--- src/rtl/bmem_burst_ctrl.sv ---
// bmem_burst_ctrl: burst-memory slave for the CPU bmem_* port.
// Converts 4-beat 256-bit line reads/writes into single-beat 64-bit accesses
// on a synchronous SRAM, returning bmem_resp per beat after LATENCY cycles.
// The RAM-side strobes are decoded from the registered state so that a read
// issued in the last WAIT cycle returns its data in the first response cycle.
module bmem_burst_ctrl #(
  parameter int LATENCY    = 8,
  parameter int ADDR_WIDTH = 16
) (
  input  logic                  clk,
  input  logic                  rst,
  input  logic [31:0]           bmem_address,
  input  logic                  bmem_read,
  input  logic                  bmem_write,
  input  logic [63:0]           bmem_wdata,
  output logic [63:0]           bmem_rdata,
  output logic                  bmem_resp,
  output logic [ADDR_WIDTH-1:0] ram_addr,
  output logic                  ram_re,
  output logic                  ram_we,
  output logic [63:0]           ram_wdata,
  input  logic [63:0]           ram_rdata,
  output logic                  err
);

  typedef enum logic [2:0] {
    IDLE   = 3'd0,
    WAIT   = 3'd1,
    RBURST = 3'd2,
    WBURST = 3'd3,
    GAP    = 3'd4
  } state_t;

  state_t                state;
  logic [ADDR_WIDTH-3:0] line;
  logic                  op_wr;
  logic [7:0]            cnt;
  logic [1:0]            beat;
  logic [63:0]           rdata_q;
  logic                  resp_q;
  logic [1:0]            beat_nxt;

  assign beat_nxt = 2'(beat + 2'd1);

  // Burst sequencing FSM: request capture, latency countdown, beat counting.
  always_ff @(posedge clk or posedge rst) begin
    if (rst) begin
      state   <= IDLE;
      line    <= '0;
      op_wr   <= 1'b0;
      cnt     <= '0;
      beat    <= '0;
      rdata_q <= '0;
      resp_q  <= 1'b0;
      err     <= 1'b0;
    end else begin
      case (state)
        IDLE: begin
          if (bmem_read || bmem_write) begin
            line  <= bmem_address[ADDR_WIDTH+2:5];
            // A conflicting read+write request is serviced as a read.
            op_wr <= bmem_write & ~bmem_read;
            if (bmem_read && bmem_write) err <= 1'b1;
            cnt   <= 8'(LATENCY - 1);
            state <= WAIT;
          end
        end
        WAIT: begin
          if (cnt == 8'd0) begin
            beat   <= 2'd0;
            resp_q <= 1'b1;
            state  <= op_wr ? WBURST : RBURST;
          end else begin
            cnt <= cnt - 8'd1;
          end
        end
        RBURST: begin
          rdata_q <= ram_rdata;
          beat    <= beat_nxt;
          if (beat == 2'd3) begin
            resp_q <= 1'b0;
            state  <= GAP;
          end
        end
        WBURST: begin
          beat <= beat_nxt;
          if (beat == 2'd3) begin
            resp_q <= 1'b0;
            state  <= GAP;
          end
        end
        GAP:     state <= IDLE;
        default: state <= IDLE;
      endcase
    end
  end

  // RAM strobes and read-data steering decoded from the current state.
  always_comb begin
    ram_re     = 1'b0;
    ram_we     = 1'b0;
    ram_addr   = '0;
    ram_wdata  = '0;
    bmem_rdata = rdata_q;
    case (state)
      WAIT: begin
        // First beat is fetched in the last wait cycle so it lands with resp.
        if (cnt == 8'd0 && !op_wr) begin
          ram_re   = 1'b1;
          ram_addr = {line, 2'd0};
        end
      end
      RBURST: begin
        bmem_rdata = ram_rdata;
        if (beat != 2'd3) begin
          ram_re   = 1'b1;
          ram_addr = {line, beat_nxt};
        end
      end
      WBURST: begin
        ram_we    = 1'b1;
        ram_addr  = {line, beat};
        ram_wdata = bmem_wdata;
      end
      default: ;
    endcase
  end

  assign bmem_resp = resp_q;

endmodule
--- config.mk ---
export PLATFORM = sky130hd
export DESIGN_NAME = bmem_burst_ctrl
export DESIGN_NICKNAME = d
export VERILOG_FILES = /design/src/rtl/bmem_burst_ctrl.sv
export SDC_FILE = /design/constraint.sdc
export NUM_CORES = 1
export LEC_CHECK = 0
export ABC_AREA = 1
export BUFFER_PORTS_ARGS = -buffer_cell sky130_fd_sc_hd__buf_2
export CAP_MARGIN = 20
export CORE_AREA = 2 2 121 123
export CTS_CLUSTER_DIAMETER = 200
export DETAILED_ROUTE_END_ITERATION = 12
export DIE_AREA = 0 0 123 125
export PLACE_DENSITY = 0.64
export SYNTH_ARGS = -nofsm -noshare
export SYNTH_HDL_FRONTEND = slang
export SYNTH_SLANG_ARGS = --single-unit
--- constraint.sdc ---
create_clock -name clk -period 4.03 [get_ports clk]
set_input_delay 0.6045 -clock clk [delete_from_list [all_inputs] [get_ports clk]]
set_output_delay 0.6045 -clock clk [all_outputs]
set_load 0.005 [all_outputs]
==> flow_metrics.env <==
export IMPL_synth_nets=782
export IMPL_num_io_pins=312
export IMPL_synth_cell_types=29
export IMPL_layout_drive_gt1_share_pct=36.8
export IMPL_path_clk_slew_ps=70
export IMPL_status="complete, no violations"
export IMPL_timing_fmax_mhz=314
export IMPL_post_cts_resized=0
export IMPL_startpoint="state[2]"
export IMPL_post_place_ws_ps=1180
export IMPL_gpl_final_weighted_congestion=0.798
export IMPL_crit_path_start_kind="register"
export IMPL_cp_end_kind="output pin"
export IMPL_avgRoutedWirePerCell_um=12.4
export IMPL_clock_latency_ps=350
export IMPL_cpPeakStageDelay_ps=520
export IMPL_final_setup_viol_count=0
export IMPL_dr_pass1_iters=4
export IMPL_final_hold_worst_slack_ps=247
export IMPL_max_slew_worst_pin_slew_ps=1020
export IMPL_warnings_from_yosys=0
export IMPL_htree_num_levels=3
export IMPL_tritoncts_clock_tree="done"
export IMPL_drtIter0Drc=194
export IMPL_chipWidth_um=123
export IMPL_global_route_total_overflow=0
export IMPL_grt_pass1_vias=4122
export IMPL_multiInputGateArea_sq_um=1690
export IMPL_timing_reg2reg_worst_path_depth=7
export IMPL_ff_latch_area_sq_um=2350
export IMPL_drt_antenna_violating_nets=0
export IMPL_grt_use_total_pct=17.0
export IMPL_cts_hold_buffers_added=0
export IMPL_n_antenna_cell=0
export IMPL_antenna_found_initial=3
export IMPL_min_delay_path_class="in -> async"
export IMPL_clockRootBuffer="sky130_fd_sc_hd__clkbuf_16"
export IMPL_flip_flop_and_latch_count_after_synthesis=94
export IMPL_globalRoute_busiestLayer="met2"
export IMPL_placedCellCount=1068
export IMPL_final_util_pct=45.8
export IMPL_max_clock_path_buffers=2
export IMPL_post_synth_top_area_cell="sky130_fd_sc_hd__dfrtp_1"
export IMPL_global_route_usage_met2_pct=30.5
export IMPL_worst_clock_skew_ps=9.56
export IMPL_die_area_sq_um=15400
export IMPL_timing_rr_end="cnt[0]"
export IMPL_timing_final_ws_setup_ps=847
export IMPL_post_layout_nonfiller_instances=1086
export IMPL_filler_cell_count=1440
export IMPL_grt_first_pass_wirelength_mm=20.3
export IMPL_syn_cell_area_sq_um=4570
export IMPL_core_area_sq_um=14200
export IMPL_routed_via_count=4600
export IMPL_crit_type="reg -> out"
export IMPL_cp_slowest_cell="sky130_fd_sc_hd__nand2_1"
export IMPL_min_period_over_period_pct=79.0
export IMPL_cp_data_arrival_time_ps=2580
export IMPL_rows=44
export IMPL_power_density_cells_nw_per_um2=735
export IMPL_layout_cell_area_non_filler_sq_um=6500
export IMPL_grt_use_met3_pct=4.06
export IMPL_drcViolationCount=0
export IMPL_required_time_of_the_worst_setup_path_ps=3430
export IMPL_cts_sink_count=94
export IMPL_io_buffers=293
export IMPL_finalSetupTns_ps=0
export IMPL_nNetsFinal=1064
export IMPL_cts_buffers=9
export IMPL_netlist_top_cells_area="sky130_fd_sc_hd__dfrtp_1 (51%), sky130_fd_sc_hd__nand2_1 (20%), sky130_fd_sc_hd__inv_1 (8.0%), sky130_fd_sc_hd__nor2_1 (6.2%), sky130_fd_sc_hd__a31oi_1 (1.9%)"
export IMPL_rrSetupSlack_ps=2200
export IMPL_syn_instance_count=615
export IMPL_regToRegStartpoint="state[2]"
export IMPL_rsz0062_at_grt="no"
export IMPL_max_cap_violations=0
export IMPL_min_period_ps=3180
export IMPL_rel_slew_slack_pct=31.8
export IMPL_post_dp_hpwl_mm=10.1
export IMPL_hold_viol_final=0
export IMPL_ir_worst_vdd_v=0.000271
export IMPL_avg_vias_per_cell=4.24
export IMPL_cells_traversed_along_the_worst_timing_path="nor2_4, inv_2, nor2_4, buf_4, nand2_1, a31oi_1, buf_2"
export IMPL_global_route_track_usage_on_met1_pct=19.4
export IMPL_maximum_number_of_pins_on_one_net_before_global_route_repair=79
export IMPL_synth_top_area_share_pct=51.5
export IMPL_critical_path_peak_fanout=65
export IMPL_routed_wirelength_mm=13.4
export IMPL_synth_sequential_area_ratio_pct=51.5
export IMPL_setup_fix_bufs_post_cts=0
export IMPL_p_leak_nw=4.09
export IMPL_design_power_total_mw=4.78
export IMPL_die_h_um=125
export IMPL_slew_violations=0
export IMPL_critPathMostFrequentCell="sky130_fd_sc_hd__nor2_4"
export IMPL_syn2layout_area_growth_pct=42.3
export IMPL_cp_endpoint="ram_addr[7]"
export IMPL_syn_mean_instance_area_sq_um=7.43
export IMPL_post_dp_cell_area_sq_um=6150
export IMPL_initial_core_util_pct=32.2
layout make-up:
cell class	count	area share, %
clock buffers	9	3.46
clock inverters	7	1.21
inverters	101	5.89
multi-input cells	393	26.1
flip-flops and latches	94	36.2
well taps	184	3.54
repair buffers	298	23.6
flip-flops by register name, summed over array words and instances, names as in the netlist:
| signal | cells |
|---|---|
| state | 3 |
| beat | 2 |
| bmem_resp | 1 |
| err | 1 |
| op_wr | 1 |
| rdata_q | 64 |
| line | 14 |
| cnt | 8 |
report_power, final:
part	switching (mW)	leakage [nW]	internal, mW
combinational	1.45	2.78	0.913
clock	0.386	0.144	0.488
sequential	0.150	1.16	1.39
total	1.99	4.09	2.79
cells by family after synthesis:
group,share of synthesized area (%)
compound gates,5.78
simple gates,30.2
flops,51.5
fa+ha+maj,0.822
xor+xnor,0.192
buf+inv,11.5
layer usage:
layer	share of wire, %	vias up	routed length [um]
met4	2.0	0	270
li1	-	2394	-
met3	6.4	23	854
met5	0	-	0
met1	40	2009	5410
met2	51	174	6890
critical path, delay by kind of cell, from the launching register on:
family                 cells  cell delay, ps
buffers and inverters      3             750
flip-flops                 1             410
AO/OA/AOI/OAI              1             310
AND/OR/NAND/NOR            3             750
Yosys cell counts:
master	instances
sky130_fd_sc_hd__a21oi_4	1
sky130_fd_sc_hd__a31oi_1	14
sky130_fd_sc_hd__buf_2	15
sky130_fd_sc_hd__buf_6	3
sky130_fd_sc_hd__clkbuf_1	8
sky130_fd_sc_hd__clkbuf_2	1
sky130_fd_sc_hd__clkinv_2	1
sky130_fd_sc_hd__dfrtp_1	94
sky130_fd_sc_hd__ha_1	3
sky130_fd_sc_hd__inv_1	97
sky130_fd_sc_hd__inv_2	3
sky130_fd_sc_hd__nand2_1	246
sky130_fd_sc_hd__nand2_2	1
sky130_fd_sc_hd__nand3_1	10
sky130_fd_sc_hd__nand3_2	1
sky130_fd_sc_hd__nand3_4	2
sky130_fd_sc_hd__nand4_1	2
sky130_fd_sc_hd__nor2_1	75
sky130_fd_sc_hd__nor2_2	1
sky130_fd_sc_hd__nor2_4	4
sky130_fd_sc_hd__nor3_1	1
sky130_fd_sc_hd__o21ai_0	15
sky130_fd_sc_hd__o21ai_1	11
sky130_fd_sc_hd__o21ai_2	1
sky130_fd_sc_hd__o21bai_1	1
sky130_fd_sc_hd__o22ai_1	1
sky130_fd_sc_hd__o31ai_1	1
sky130_fd_sc_hd__or2_2	1
sky130_fd_sc_hd__xor2_1	1
cell usage in the layout (no fill, tap or decap), types with 2 or more instances in the layout:
cell type                      n
sky130_fd_sc_hd__inv_2         3
sky130_fd_sc_hd__nand2_1     245
sky130_fd_sc_hd__buf_2       293
sky130_fd_sc_hd__o21ai_0      15
sky130_fd_sc_hd__nor2_1       75
sky130_fd_sc_hd__a31oi_1      14
sky130_fd_sc_hd__clkinvlp_4    2
sky130_fd_sc_hd__ha_1          3
sky130_fd_sc_hd__clkbuf_16     9
sky130_fd_sc_hd__clkinv_2      2
sky130_fd_sc_hd__o21ai_1      11
sky130_fd_sc_hd__nor2_4        4
sky130_fd_sc_hd__nand4_1       2
sky130_fd_sc_hd__buf_4         3
sky130_fd_sc_hd__inv_6         2
sky130_fd_sc_hd__dfrtp_1      94
sky130_fd_sc_hd__nand3_4       2
sky130_fd_sc_hd__nand3_1      10
sky130_fd_sc_hd__inv_1        96
sky130_fd_sc_hd__nand2_2       2
how the worst min path moves through the flow:
| stage | to |
|---|---|
| finish | rdata_q[62] |
| global route | rdata_q[59] |
| CTS | line[5] |
| detailed placement | rdata_q[29] |
| global placement | rdata_q[0] |
| floorplan | rdata_q[0] |
Note: power is estimated with default switching activity, not from simulation.
